File: config.mk
export PLATFORM = sky130hd
export DESIGN_NAME = traceback_unit
export DESIGN_NICKNAME = d
export VERILOG_FILES = /design/src/rtl/traceback_unit_pkg.sv /design/src/rtl/traceback_unit_rle.sv /design/src/rtl/traceback_unit.sv
export SDC_FILE = /design/constraint.sdc
export NUM_CORES = 1
export LEC_CHECK = 0
export ABC_CLOCK_PERIOD_IN_PS = 3050
export CORE_ASPECT_RATIO = 1.1
export CORE_MARGIN = 2
export CORE_UTILIZATION = 49
export DETAILED_ROUTE_END_ITERATION = 16
export PLACE_DENSITY = 0.77
export SYNTH_ARGS = -nofsm -noshare
export SYNTH_HDL_FRONTEND = slang
export SYNTH_HIERARCHICAL = 1
export SYNTH_SLANG_ARGS = --single-unit
File: constraint.sdc
create_clock -name i_clk -period 3.05 [get_ports i_clk]
set_input_delay 0.4575 -clock i_clk [delete_from_list [all_inputs] [get_ports i_clk]]
set_output_delay 0.4575 -clock i_clk [all_outputs]
set_load 0.01 [all_outputs]
File: src/rtl/traceback_unit_pkg.sv
// Shared encodings for the traceback unit: op codes, V-matrix direction codes,
// matrix and FSM states, and bit positions inside a direction-memory word.
package traceback_unit_pkg;

    typedef enum logic [1:0] {
        OP_M = 2'd0,
        OP_I = 2'd1,
        OP_D = 2'd2
    } op_e;

    typedef enum logic [1:0] {
        V_START  = 2'd0,
        V_DIAG   = 2'd1,
        V_FROM_D = 2'd2,
        V_FROM_I = 2'd3
    } v_dir_e;

    typedef enum logic [1:0] {
        MAT_V,
        MAT_I,
        MAT_D
    } mat_e;

    typedef enum logic [2:0] {
        S_IDLE,
        S_FETCH,
        S_WAIT,
        S_DECIDE,
        S_EMIT,
        S_DONE
    } state_e;

    // Memory word layout: {d_direct, i_direct, v_direct[1:0]}
    localparam int MW_W     = 4;
    localparam int MW_D_BIT = 3;
    localparam int MW_I_BIT = 2;
    localparam int MW_V_LSB = 0;

endpackage

File: src/rtl/traceback_unit_rle.sv
// Run-length merger (module tb_rle): folds consecutive identical ops into one
// output op carrying the run count. Only built when TB_RUNLENGTH_EN is defined.
`ifdef TB_RUNLENGTH_EN
module tb_rle
    import traceback_unit_pkg::*;
#(
    parameter int CNT_W = 8
) (
    input  logic             i_clk,
    input  logic             i_rst,
    input  logic             i_valid,
    input  op_e              i_op,
    input  logic             i_last,
    output logic             o_ready,
    output logic             o_valid,
    input  logic             i_ready,
    output logic [1:0]       o_op,
    output logic [CNT_W-1:0] o_len
);

    localparam logic [CNT_W-1:0] CNT_MAX = '1;

    op_e              run_op_q, run_op_d;
    logic [CNT_W-1:0] run_cnt_q, run_cnt_d;
    logic             flush;

    always_ff @(posedge i_clk or posedge i_rst) begin
        if (i_rst) begin
            run_op_q  <= OP_M;
            run_cnt_q <= '0;
        end else begin
            run_op_q  <= run_op_d;
            run_cnt_q <= run_cnt_d;
        end
    end

    // A held run is pushed out when the incoming op cannot join it; the
    // incoming op is only absorbed once that flush has been accepted.
    always_comb begin
        flush     = i_valid && (run_cnt_q != '0) &&
                    (i_last || (i_op != run_op_q) || (run_cnt_q == CNT_MAX));
        o_valid   = flush;
        o_op      = flush ? run_op_q : OP_M;
        o_len     = flush ? run_cnt_q : '0;
        o_ready   = !flush || i_ready;
        run_op_d  = run_op_q;
        run_cnt_d = run_cnt_q;
        if (i_valid && o_ready) begin
            if (i_last) begin
                run_cnt_d = '0;
            end else begin
                run_op_d  = i_op;
                run_cnt_d = flush ? CNT_W'(1) : run_cnt_q + CNT_W'(1);
            end
        end
    end

endmodule
`endif

File: src/rtl/traceback_unit.sv
// Affine-gap alignment traceback: walks the V/I/D direction memory from an end
// cell back to the start, emitting ops end-to-start. TB_RUNLENGTH_EN merges runs.
module traceback_unit
    import traceback_unit_pkg::*;
#(
    parameter int ADDR_W = 10,
    parameter int CNT_W  = 8
) (
    input  logic                i_clk,
    input  logic                i_rst,
    input  logic                i_start,
    input  logic [ADDR_W-1:0]   i_row,
    input  logic [ADDR_W-1:0]   i_col,
    output logic                o_mem_rd,
    output logic [2*ADDR_W-1:0] o_mem_addr,
    input  logic [MW_W-1:0]     i_mem_data,
    output logic                o_op_valid,
    input  logic                i_op_ready,
    output logic [1:0]          o_op,
    output logic [CNT_W-1:0]    o_op_len,
    output logic                o_busy,
    output logic                o_done
);

    state_e            state_q, state_d;
    mat_e              mat_q, mat_d;
    logic [ADDR_W-1:0] row_q, row_d, col_q, col_d;
    op_e               op_q, op_d;
    logic              term_q, term_d;
    logic [MW_W-1:0]   word_q, word_d;
    logic              snk_valid, snk_ready;
    v_dir_e            v_dir;

    // NOTE: state updates use non-blocking assignments so every flop samples pre-edge values.
    always_ff @(posedge i_clk or posedge i_rst) begin
        if (i_rst) begin
            state_q <= S_IDLE;
            mat_q   <= MAT_V;
            row_q   <= '0;
            col_q   <= '0;
            op_q    <= OP_M;
            term_q  <= 1'b0;
            word_q  <= '0;
        end else begin
            state_q <= state_d;
            mat_q   <= mat_d;
            row_q   <= row_d;
            col_q   <= col_d;
            op_q    <= op_d;
            term_q  <= term_d;
            word_q  <= word_d;
        end
    end

    assign v_dir = v_dir_e'(word_q[MW_V_LSB +: 2]);

    // NOTE: every signal gets a default first so no path through the case infers a latch.
    always_comb begin
        state_d = state_q;
        mat_d   = mat_q;
        row_d   = row_q;
        col_d   = col_q;
        op_d    = op_q;
        term_d  = term_q;
        word_d  = word_q;
        case (state_q)
            S_IDLE: if (i_start) begin
                row_d   = i_row;
                col_d   = i_col;
                mat_d   = MAT_V;
                term_d  = 1'b0;
                state_d = (i_row == '0 && i_col == '0) ? S_DONE : S_FETCH;
            end
            // Matrix edges need no memory: only one move remains possible.
            S_FETCH: begin
                if (row_q == '0 && col_q == '0) begin
                    term_d  = 1'b1;
                    state_d = S_EMIT;
                end else if (row_q == '0) begin
                    op_d    = OP_I;
                    col_d   = col_q - ADDR_W'(1);
                    state_d = S_EMIT;
                end else if (col_q == '0) begin
                    op_d    = OP_D;
                    row_d   = row_q - ADDR_W'(1);
                    state_d = S_EMIT;
                end else begin
                    state_d = S_WAIT;
                end
            end
            S_WAIT: begin
                word_d  = i_mem_data;
                state_d = S_DECIDE;
            end
            S_DECIDE: begin
                case (mat_q)
                    MAT_V: begin
                        case (v_dir)
                            V_DIAG: begin
                                op_d    = OP_M;
                                row_d   = row_q - ADDR_W'(1);
                                col_d   = col_q - ADDR_W'(1);
                                state_d = S_EMIT;
                            end
                            V_FROM_D: mat_d = MAT_D;
                            V_FROM_I: mat_d = MAT_I;
                            default: begin
                                term_d  = 1'b1;
                                state_d = S_EMIT;
                            end
                        endcase
                    end
                    MAT_D: begin
                        op_d    = OP_D;
                        row_d   = row_q - ADDR_W'(1);
                        mat_d   = word_q[MW_D_BIT] ? MAT_V : MAT_D;
                        state_d = S_EMIT;
                    end
                    MAT_I: begin
                        op_d    = OP_I;
                        col_d   = col_q - ADDR_W'(1);
                        mat_d   = word_q[MW_I_BIT] ? MAT_V : MAT_I;
                        state_d = S_EMIT;
                    end
                    default: mat_d = MAT_V;
                endcase
            end
            S_EMIT: if (snk_ready) state_d = term_q ? S_DONE : S_FETCH;
            S_DONE: state_d = S_IDLE;
            default: state_d = S_IDLE;
        endcase
    end

    always_comb begin
        o_mem_rd   = (state_q == S_FETCH) && (row_q != '0) && (col_q != '0);
        o_mem_addr = o_mem_rd ? {row_q, col_q} : '0;
        o_busy     = (state_q != S_IDLE) && (state_q != S_DONE);
        o_done     = (state_q == S_DONE);
        snk_valid  = (state_q == S_EMIT);
    end

`ifdef TB_RUNLENGTH_EN
    tb_rle #(.CNT_W(CNT_W)) u_rle (
        .i_clk   (i_clk),
        .i_rst   (i_rst),
        .i_valid (snk_valid),
        .i_op    (op_q),
        .i_last  (term_q),
        .o_ready (snk_ready),
        .o_valid (o_op_valid),
        .i_ready (i_op_ready),
        .o_op    (o_op),
        .o_len   (o_op_len)
    );
`else
    // The termination pass through EMIT carries no op and completes at once.
    always_comb begin
        o_op_valid = snk_valid && !term_q;
        o_op       = o_op_valid ? op_q : OP_M;
        o_op_len   = o_op_valid ? CNT_W'(1) : '0;
        snk_ready  = term_q || i_op_ready;
    end
`endif

endmodule

==> results.cfg <==
[timing]
finalSetupViolations = 0
report.final.slew_viol_count = 0
post-route-period-util = 0.9868
worst_pin_slew_ns = 0.7890
fmax_mhz = 332.3
finalHoldViolCount = 0
rsz0062_at_grt = true
period_minus_slack_ns = 3.010
fin_skew_ns = 0.005820
slew_headroom = 0.4728

[clocking]
cts_root_buf = clkbuf_8
htree_levels = 2
cts_buffers = 5
cts_tree = built
clockBufferDepth = 2
cts_sinks = 32
clkTransAtPathRegs_ns = 0.07
clkLatencyLatePin_ns = 0.29

[cells_and_area]
seqCellArea_um2 = 800.8
fillers = 366
drive_above_1_share = 0.1708
stdcell_area_um2 = 3239
nets = 397
diodes = 0
multi_input_area_um2 = 1435
syn_to_final_growth_pct = 37.86

[global_route]
grt_pass1_wl_um = 11700
top_usage_layer = met2
grt_pass1_vias = 2473
met2_usage = 0.4267
groute.usage.overall = 0.2682
grt_use_met3 = 0.05026
grt_remaining_overflow = 0
grt_max_degree = 33
grt_use_met1 = 0.3540
antenna_found_initial = 0

[job]
maxCapViolCount = 0

[yosys]
seq_area_frac_synth = 0.3408
syn_inst = 289
synth_edf_count = 0
ys_top_cells_by_area = dfrtp_1, a21oi_1, nor2_1, o31ai_1, o21ai_0
synth_cell_types = 50
async_reset_ff_frac = 1.000
synthFlopType = dfrtp_1
ys_ff_latch = 32
yosysWarningCount = 6
synth_top_area_cell = dfrtp_1
synth_top_area_share = 0.3408
syn_avg_cell_area_um2 = 8.131
netlist_area_um2 = 2350

[critical_path]
critPathArrivalTime_ns = 2.55
worstReg2RegStart = col_q[1]$_DFFE_PP0P_
reg2reg_slack_ns = 0.47
r2r_end = op_q[0]$_DFFE_PP0P_
critPathSlowestCell = or4b_4
cp_max_fo = 6
rr_worst_depth = 8
worstPathCellList = inv_2 -> ha_1 -> or4b_4 -> or3_4 -> nand2_4 -> nor3_2 -> buf_4 -> and2_1 -> dlygate4sd2_1
worst_setup_path_end_kind = primary output
slowest_delay_ns = 0.46
critPathKind = reg2out
worst_setup_path_start_kind = register
worst-endpoint-required_ns = 2.59

[drt]
wl_per_cell_um = 16.39
ant_nets = 0
via_count = 2493
dr.pass1.iters = 4
drt-total-wl_um = 6868
drcViolationCount = 0
dr.first_iter.drc_count = 175
avgViaCountPerCell = 5.950

[power_and_ir_drop]
totalPowerFinal_uw = 3286
pwr_density_cell_nw_per_um2 = 1014
p_leak_uw = 0.001453
ir_drop_uv = 507.6

[min_path]
hold_depth = 1
holdCritStartpoint = op_q[1]$_DFFE_PP0P_
hold_path_class = reg2reg
min_to = op_q[1]$_DFFE_PP0P_

[floorplan]
fp.dieW_um = 70.03
die_area_um2 = 5366
initial_core_util = 0.5087
ios = 62
core_um2 = 4619
chipHeight_um = 76.63
placementRows = 26

[outcome]
status = finished, final reports clean

[placement]
io_buffers = 54
hpwl_um = 4823
place_congestion = 0.9005
dpl_cell_area_um2 = 3044
## Yosys cell counts, types with 5 or more instances
master    instances
nor2_1           29
buf_4             8
o21ai_1           6
and2_1           15
inv_1            14
mux2_2            6
dfrtp_1          32
a21oi_1          23
ha_1              7
a31oi_1           5
o21ai_0          19
nor3_1           10
nor4_1           15
nand2_1           9
clkbuf_1         11
nand3_1           5
o31ai_1          13
## placed cells by master, fill, tap and decap left out, drive strengths merged, types with 2 or more instances in the layout
master,netlist,layout
or4b,2,2
nand2,9,9
conb,1,7
clkdlybuf4s50,0,35
nand3,5,5
a22oi,3,3
a211oi,2,2
nor3b,4,4
o22ai,4,4
ha,7,7
and2,15,15
nor3,12,12
a31oi,5,5
clkbuf,11,6
dlymetal6s2s,0,4
buf,16,32
dlygate4sd2,0,14
a21oi,23,23
inv,14,14
nor2b,2,2
and3,3,3
or4,2,2
nor2,29,29
nor4,15,15
o31ai,13,13
o21a,2,3
dfrtp,32,32
nor4b,4,4
o21ai,25,25
o2111ai,2,2
mux2,6,6
nand2b,4,4
or2,2,2
or3,4,4
## per-layer routing
layer  routed length [µm]  part of all wire
met5                    0                 0
met4                  172             0.025
met3                  443             0.065
met2                 3324              0.48
met1                 2927              0.43
## power breakdown
part | leakage [µW] | switching [µW] | total [µW] | internal, µW
Clock | 0.0000552 | 169 | 411 | 242
Sequential | 0.000390 | 208 | 837 | 629
Combinational | 0.00101 | 1130 | 2040 | 907
## sequential cells by signal, indices dropped and copies added, names as in the netlist
name / cells
col_q: 10
row_q: 10
word_q: 4
state_q: 3
mat_q: 2
op_q: 2
term_q: 1
## through the flow
| step | utilization | setup TNS [ns] | setup WS [ns] | instances | hold slack, ns |
|---|---|---|---|---|---|
| after floorplan | - | 0 | 0.2673 | 295 | 0.4704 |
| after global placement | 0.6590 | 0 | 0.1206 | 405 | 0.4829 |
| after detailed placement | 0.6590 | 0 | 0.06491 | 405 | 0.4912 |
| after CTS | 0.6882 | -0.001134 | -0.001134 | 416 | 0.5075 |
| after global routing | 0.7012 | -0.3927 | -0.05484 | 419 | 0.5358 |
| final | 0.7012 | 0 | 0.04034 | 419 | 0.5047 |
## critical path: cells and delay by family (launching register included)
kind	cells	cell delay [ns]
buffers and inverters	3	0.54
adders and majority gates	1	0.15
DFF	1	0.42
and+or+nand+nor	5	1.15
## cells by family (layout without fill, tap and decap cells)
logic type	after synthesis	after routing	share of synthesized area
buffers and inverters	41	108	0.08360
xor gates and xnor gates	1	1	0.003728
and+or+nand+nor	115	115	0.2774
other	1	7	0.001596
muxes	6	6	0.02875
adders and majority gates	7	7	0.03727
DFF	32	32	0.3408
AOI/OAI and AO/OA	86	87	0.2268
## final cells by class
| cell class | instances | area share |
|---|---|---|
| Clock buffer | 6 | 0.02240 |
| Clock inverter | 2 | 0.01081 |
| Inverter | 14 | 0.01622 |
| Multi-Input combinational cell | 223 | 0.4430 |
| Sequential cell | 32 | 0.2472 |
| Tap cell | 56 | 0.02163 |
| Timing Repair Buffer | 86 | 0.2387 |
## how the worst max path moves through the flow
stage / start / to / slack, ns / cells past startpoint
2_1_floorplan: col_q[0]$_DFFE_PP0P_ / o_mem_addr[12] / 0.27 / 10
3_3_place_gp: row_q[1]$_DFFE_PP0P_ / o_mem_addr[7] / 0.12 / 9
3_5_place_dp: row_q[1]$_DFFE_PP0P_ / o_mem_addr[4] / 0.06 / 9
4_1_cts: row_q[1]$_DFFE_PP0P_ / o_mem_addr[4] / -0.001 / 9
5_1_grt: col_q[1]$_DFFE_PP0P_ / o_mem_addr[17] / -0.05 / 9
6_report: col_q[1]$_DFFE_PP0P_ / o_mem_addr[7] / 0.04 / 9
## timing repair
item,4_1_cts,5_1_grt
setup buffers,2,3
endpoints found under the setup margin,19,13
gates resized for setup,22,11
hold buffers,0,0
pin swaps,3,0
gates cloned,1,0
(Power assumes the default switching activity.)
